==> src/rtl/mem_access_unit_pkg.sv <==
// -----------------------------------------------------------------------------
// mem_access_unit_pkg
// Shared definitions for the load/store access unit:
//   size_e  - access size encoding as carried on mem_offset
//   state_e - access FSM states
//   align_lo() - forces natural alignment of the low address bits
// -----------------------------------------------------------------------------
package mem_access_unit_pkg;

   typedef enum logic [1:0] {
      SZ_NONE = 2'b00,
      SZ_BYTE = 2'b01,
      SZ_HALF = 2'b10,
      SZ_WORD = 2'b11
   } size_e;

   typedef enum logic [1:0] {
      IDLE = 2'b00,
      BUS  = 2'b01,
      RESP = 2'b10
   } state_e;

   // Clear the address bits below the natural alignment of the access size.
   function automatic logic [1:0] align_lo(input size_e sz, input logic [1:0] lo);
      logic [1:0] res;
      res = lo;
      if (sz == SZ_HALF) res[0] = 1'b0;
      if (sz == SZ_WORD) res    = 2'b00;
      return res;
   endfunction

endpackage

==> src/rtl/mem_lane_align.sv <==
// -----------------------------------------------------------------------------
// mem_lane_align
// Combinational lane steering between the LSB-aligned pipeline view and the
// 32-bit word-addressed bus view.
// Ports:
//   i_size      access size (byte/half/word)
//   i_addr_lo   byte address bits [1:0]
//   i_unsigned  zero-extend loads instead of sign-extending
//   i_wdata     LSB-aligned store data
//   i_bus_rdata bus read word
//   o_be        byte enables for the access
//   o_wdata     store data replicated across all lanes
//   o_rdata     extracted and extended load data
// -----------------------------------------------------------------------------
module mem_lane_align
   import mem_access_unit_pkg::*;
(
   input  size_e       i_size,
   input  logic [1:0]  i_addr_lo,
   input  logic        i_unsigned,
   input  logic [31:0] i_wdata,
   input  logic [31:0] i_bus_rdata,
   output logic [3:0]  o_be,
   output logic [31:0] o_wdata,
   output logic [31:0] o_rdata
);

   logic [31:0] w_shift;
   logic [7:0]  w_byte;
   logic [15:0] w_half;

   // Move the addressed byte lane down to bit 0.
   assign w_shift = i_bus_rdata >> {i_addr_lo, 3'b000};
   assign w_byte  = w_shift[7:0];
   assign w_half  = i_addr_lo[1] ? i_bus_rdata[31:16] : i_bus_rdata[15:0];

   always_comb begin
      o_be    = 4'b0000;
      o_wdata = i_wdata;
      o_rdata = 32'h0;
      case (i_size)
         SZ_BYTE: begin
            o_be    = 4'b0001 << i_addr_lo;
            o_wdata = {4{i_wdata[7:0]}};
            o_rdata = i_unsigned ? {24'h0, w_byte} : {{24{w_byte[7]}}, w_byte};
         end
         SZ_HALF: begin
            o_be    = i_addr_lo[1] ? 4'b1100 : 4'b0011;
            o_wdata = {2{i_wdata[15:0]}};
            o_rdata = i_unsigned ? {16'h0, w_half} : {{16{w_half[15]}}, w_half};
         end
         SZ_WORD: begin
            o_be    = 4'b1111;
            o_wdata = i_wdata;
            o_rdata = i_bus_rdata;
         end
         default: begin
            o_be    = 4'b0000;
            o_wdata = i_wdata;
            o_rdata = 32'h0;
         end
      endcase
   end

endmodule

==> src/rtl/mem_access_unit.sv <==
// -----------------------------------------------------------------------------
// mem_access_unit
// Single-outstanding load/store unit bridging a pipeline request port to a
// word-addressed bus with byte enables, with ack timeout.
// Configuration macro: MEM_MISALIGN_TRAP_EN
//   defined   - misaligned half/word accesses complete with rsp_err, no bus
//   undefined - misaligned low address bits are cleared and access proceeds
// Ports:
//   clk, rst_n                   clock, async active-low reset
//   req_valid/req_ready          request handshake (ready only in IDLE)
//   mem_read, mem_write          access direction (exactly one must be set)
//   mem_offset, unsigned_flag    access size, load zero-extension
//   addr, wdata                  byte address, LSB-aligned store data
//   rsp_valid, rdata, rsp_err    one-cycle completion with load data / error
//   stall                        pipeline hold while access is in flight
//   bus_req/we/addr/be/wdata     bus request side, stable while bus_req=1
//   bus_ack, bus_rdata           bus completion and read word
// -----------------------------------------------------------------------------
module mem_access_unit
   import mem_access_unit_pkg::*;
#(
   parameter int ADDR_W  = 32,
   parameter int TIMEOUT = 255
) (
   input  logic              clk,
   input  logic              rst_n,
   input  logic              req_valid,
   output logic              req_ready,
   input  logic              mem_read,
   input  logic              mem_write,
   input  logic [1:0]        mem_offset,
   input  logic              unsigned_flag,
   input  logic [ADDR_W-1:0] addr,
   input  logic [31:0]       wdata,
   output logic              rsp_valid,
   output logic [31:0]       rdata,
   output logic              rsp_err,
   output logic              stall,
   output logic              bus_req,
   output logic              bus_we,
   output logic [ADDR_W-1:0] bus_addr,
   output logic [3:0]        bus_be,
   output logic [31:0]       bus_wdata,
   input  logic              bus_ack,
   input  logic [31:0]       bus_rdata
);

   localparam int CNT_W = $clog2(TIMEOUT + 1);

   state_e            r_state;
   logic [CNT_W-1:0]  r_cnt;
   logic              r_rsp_valid;
   logic              r_rsp_err;
   logic [31:0]       r_rdata;

   logic [ADDR_W-1:0] r_addr;
   size_e             r_size;
   logic              r_we;
   logic              r_uns;
   logic [31:0]       r_wdata;

   logic              w_accept;
   size_e             w_size;
   logic              w_bad_cmd;
   logic              w_trap;
   logic [1:0]        w_addr_lo;
   logic [3:0]        w_be;
   logic [31:0]       w_wdata;
   logic [31:0]       w_load;

   assign w_accept  = req_valid && (r_state == IDLE);
   assign w_size    = size_e'(mem_offset);
   assign w_bad_cmd = (w_size == SZ_NONE) || (mem_read == mem_write);

`ifdef MEM_MISALIGN_TRAP_EN
   assign w_trap    = ((w_size == SZ_HALF) && addr[0]) ||
                      ((w_size == SZ_WORD) && (addr[1:0] != 2'b00));
   assign w_addr_lo = addr[1:0];
`else
   assign w_trap    = 1'b0;
   assign w_addr_lo = align_lo(w_size, addr[1:0]);
`endif

   // Request payload: only meaningful while a bus access is in flight, and
   // all bus outputs are gated by bus_req, so no reset is needed here.
   always_ff @(posedge clk) begin
      if (w_accept) begin
         r_addr  <= {addr[ADDR_W-1:2], w_addr_lo};
         r_size  <= w_size;
         r_we    <= mem_write;
         r_uns   <= unsigned_flag;
         r_wdata <= wdata;
      end
   end

   mem_lane_align u_lane (
      .i_size      (r_size),
      .i_addr_lo   (r_addr[1:0]),
      .i_unsigned  (r_uns),
      .i_wdata     (r_wdata),
      .i_bus_rdata (bus_rdata),
      .o_be        (w_be),
      .o_wdata     (w_wdata),
      .o_rdata     (w_load)
   );

   // Access FSM; response outputs are registered on the transition into RESP
   // so they are valid for exactly the one RESP cycle.
   always_ff @(posedge clk or negedge rst_n) begin
      if (!rst_n) begin
         r_state     <= IDLE;
         r_cnt       <= '0;
         r_rsp_valid <= 1'b0;
         r_rsp_err   <= 1'b0;
         r_rdata     <= 32'h0;
      end else begin
         r_rsp_valid <= 1'b0;
         r_rsp_err   <= 1'b0;
         r_rdata     <= 32'h0;
         case (r_state)
            IDLE: begin
               if (w_accept) begin
                  r_cnt <= '0;
                  if (w_bad_cmd || w_trap) begin
                     r_state     <= RESP;
                     r_rsp_valid <= 1'b1;
                     r_rsp_err   <= 1'b1;
                  end else begin
                     r_state <= BUS;
                  end
               end
            end
            BUS: begin
               if (bus_ack) begin
                  r_state     <= RESP;
                  r_rsp_valid <= 1'b1;
                  r_rdata     <= r_we ? 32'h0 : w_load;
               end else if (r_cnt == CNT_W'(TIMEOUT - 1)) begin
                  // TIMEOUT-th bus cycle without ack: give up.
                  r_state     <= RESP;
                  r_rsp_valid <= 1'b1;
                  r_rsp_err   <= 1'b1;
               end else begin
                  r_cnt <= r_cnt + 1'b1;
               end
            end
            RESP: begin
               r_state <= IDLE;
            end
            default: begin
               r_state <= IDLE;
            end
         endcase
      end
   end

   assign req_ready = (r_state == IDLE);
   assign bus_req   = (r_state == BUS);
   assign bus_we    = bus_req && r_we;
   assign bus_addr  = bus_req ? {r_addr[ADDR_W-1:2], 2'b00} : '0;
   assign bus_be    = bus_req ? w_be : 4'b0000;
   assign bus_wdata = (bus_req && r_we) ? w_wdata : 32'h0;
   assign rsp_valid = r_rsp_valid;
   assign rsp_err   = r_rsp_err;
   assign rdata     = r_rdata;
   // Hold the pipeline from the accept cycle until the response cycle.
   assign stall     = (r_state == BUS) || ((r_state == IDLE) && req_valid);

endmodule

==> config.mk <==
export PLATFORM = sky130hd
export DESIGN_NAME = mem_access_unit
export DESIGN_NICKNAME = d
export VERILOG_FILES = /design/src/rtl/mem_access_unit_pkg.sv /design/src/rtl/mem_lane_align.sv /design/src/rtl/mem_access_unit.sv
export SDC_FILE = /design/constraint.sdc
export NUM_CORES = 1
export LEC_CHECK = 0
export ABC_AREA = 1
export BUFFER_PORTS_ARGS = -buffer_cell sky130_fd_sc_hd__clkbuf_2
export CORE_ASPECT_RATIO = 2
export CORE_MARGIN = 2
export CORE_UTILIZATION = 40
export DETAILED_ROUTE_END_ITERATION = 8
export GPL_ROUTABILITY_DRIVEN = 0
export PLACE_DENSITY = 0.73
export SYNTH_ARGS = -nofsm -noshare
export SYNTH_HDL_FRONTEND = slang
export SYNTH_SLANG_ARGS = --single-unit
==> constraint.sdc <==
create_clock -name clk -period 3.25 [get_ports clk]
set_clock_uncertainty 0.15 [all_clocks]
set_input_delay 0.1625 -clock clk [delete_from_list [all_inputs] [get_ports clk]]
set_output_delay 0.1625 -clock clk [all_outputs]
set_load 0.01 [all_outputs]
==> run metrics <==
register area share after synthesis=57.2%; Post-Syn Area=5490 sq um; P_sw=between 1.5 and 2 mW; largest net degree at the start of global routing=38; P&R area growth vs syn=39.1%; CTS H-tree lvls=3; max incr delay on CP=0.71 ns; crit-path leading delay family=adder cells; internal power=2.79 mW; routed wire length=between 15000 and 20000 um; final setup fails=0; Cell Chain, Critical Path=ha_1 -> inv_1 -> nand2_1 -> a31oi_1 -> nor2_1 -> clkbuf_2; Post-Synth Adder-Cell Area=approximately 1.4%; IO Port Bufs=208; DR WL/cell=15.0 um; core area=13400 sq um; fin crit share=81.8%; Clock Sinks=roughly 110; Syn Inst Count=601; starting density of the core=40.9%; DRC=0; maximum fanout along the worst path=25; EDFF count, synth=68; Yosys reg bits=~110; Mean Syn Cell Area=roughly 9.1 sq um; Setup crit end kind=output pin; row count=60; I/O pins=211; post-synthesis simple-gate area fraction=20.7%; Yosys Warn Count=0; Worst Path Class, Setup=reg -> out; Clk network pwr share=25.5%; CP arrival=2.35 ns; Seq pwr share=43.0%; commonest non-fill, non-tap cell in the layout=clkbuf_2; post-CTS setup buffers=0; layout cells sized above 1=30.4%; die height=between 150 and 200 um; Hold Path Class=in -> reg; vias in the first global route=roughly 5000; mux contribution to synthesized area=0%; async set-reset flop share out of synthesis=39.3%; XOR/XNOR Fraction of Synth Area=0.319%; measured slew at the worst slew-check pin=0.920 ns; Synth Flop Type=edfxtp_1; WHS Path Cells=2; top post-synthesis cells by area=edfxtp_1 37%, dfrtp_1 20%, nand2_1 11%, nor2_1 5.2%, inv_1 4.3%; Die Width=just under 90 um; Global Route Usage Sum=between 20% and 30%; Overflow after GRT=0; worst reg-to-reg path cell count=5; clk_lat worst skew=approximately 0.35 ns; Final Max Slew Viols=0; Post-CTS Resized=0; area fraction in compound gates after synthesis=12.3%; post-synth top area share=approximately 37%; die area=14700 sq um; HP Start=addr[1]; router iterations before antenna repair=4; P_leak=3.77 nW; final core occ=56.8%; critical path startpoint=r_size[0]; Crit-path slowest cell=ha_1; fmax=0.376 GHz; CP required=between 2 and 3 ns; Comb power frac=31.5%; status=finished clean; unrepaired setup endpoints after global routing=false; Synth cell types=34; vias=5049; maxcap violations=0; switch share=between 30% and 40%; clock buffer depth=2; TritonCTS clock tree=yes; Levels on crit path=6; initial antenna violation count=1; cell taking the most area after synthesis=edfxtp_1; fin crit period=about 2.7 ns; Peak VDD IR=about 0.55 mV; Layout Nets=979; DRT iter0 DRCs=222; post-route ant nets=0; post-DP HPWL=10900 um; FF-to-FF Start=r_state[1]; Clock transition at path regs=0.08 ns; largest family of logic cells by synthesized area=simple AND/OR/NAND/NOR gates; Final Hold Fails=0; Pwr Density=576 nW/um^2; commonest cells after routing, fill and taps aside=208 x clkbuf_2, 161 x nand2_1, 76 x nor2_1; slew margin rel.=about 39%; first-pass GRT wire length=around 24000 um; Worst Setup Start Kind=register; clk root buf=clkbuf_16; detail-routed via count per cell=4.91; Buf/Inv on CP=2; TritonCTS buffer count=9; final setup TNS=0 ns
## path summary, 6_finish.rpt
check | endpoint | slack, ns
max | bus_be[1] | 0.59
min | r_addr[1] | 0.01
max reg2reg | rdata[7] | 0.97
min reg2reg | r_cnt[7] | 0.39
max in group asynchronous | rdata[13] | 1.93
min in group asynchronous | r_state[0] | 0.33
## power groups by stage
stage          logic [mW]  clock network [mW]  registers [mW]
6_report             1.39                1.12            1.89
5_1_grt              1.55                1.18            1.91
4_1_cts              1.39                1.14            1.88
3_5_place_dp         1.31                   0            1.92
3_3_place_gp         1.31                   0            1.91
2_1_floorplan       0.879                   0            1.90
## sequential cells by signal (all words and copies together) (netlist names), 2 cells and up
name and cells:
r_addr 32, r_wdata 32, rdata 32, r_cnt 8, r_size 2, r_state 2
## final cells by class
| type | instances | area (sq um) |
|---|---|---|
| Clock inverter | 7 | 78.8 |
| Tap cell | 155 | 194 |
| Timing Repair Buffer | 288 | 1820 |
| Antenna cell | 1 | 2.50 |
| Sequential cell | 112 | 3140 |
| Inverter | 67 | 251 |
| Multi-Input combinational cell | 390 | 1920 |
| Clock buffer | 9 | 225 |
| Fill cell | 1166 | 5800 |
## cell families after synthesis
family	after synthesis
AND/OR/NAND/NOR	278
flip-flops	112
AO/OA/AOI/OAI	102
buffers and inverters	100
adder cells (fa/ha/maj)	6
XOR/XNOR	2
other	1
## cells in the mapped netlist, drive strengths merged, types with 4 or more instances
cell and number:
a21boi 24, a21oi 34, a22oi 8, a31oi 4
buf 20, clkbuf 13, dfrtp 44, edfxtp 68
ha 6, inv 67, nand2 163, nand3 33
nor2 79, o21ai 29
## per-layer routing
layer | share of wire [%] | up-vias | track usage (%)
met1 | 34 | 2350 | 20.0
met3 | 4.8 | 38 | 3.89
met4 | 4.2 | 0 | 11.2
met2 | 57 | 189 | 40.6
met5 | 0 | - | 0
li1 | - | 2472 | -
## worst reg2reg max path: cells and delay by family, from the launching register on
kind / cells / cell delay (ns)
AOI/OAI and AO/OA: 1 / 0.41
and+or+nand+nor: 3 / 1.13
buffers and inverters: 1 / 0.08
DFF: 1 / 0.42
## repair_timing
item                                    CTS  global route
endpoints found under the hold margin   107             0
endpoints found under the setup margin    0             0
hold buffers                             73             0
## per-stage QoR
step	setup WS (ns)	area [sq um]	power, mW	hold WS [ns]	instances
2_1_floorplan	0.621	5500	2.78	-0.283	602
3_3_place_gp	1.04	6600	3.21	0.182	939
3_5_place_dp	0.947	6600	3.23	0.182	939
4_1_cts	0.589	7630	4.42	0.00518	1028
5_1_grt	0.402	7640	4.64	0.0238	1029
6_report	0.590	7640	4.40	0.0103	1029
Power figures use the tool's default switching activity.
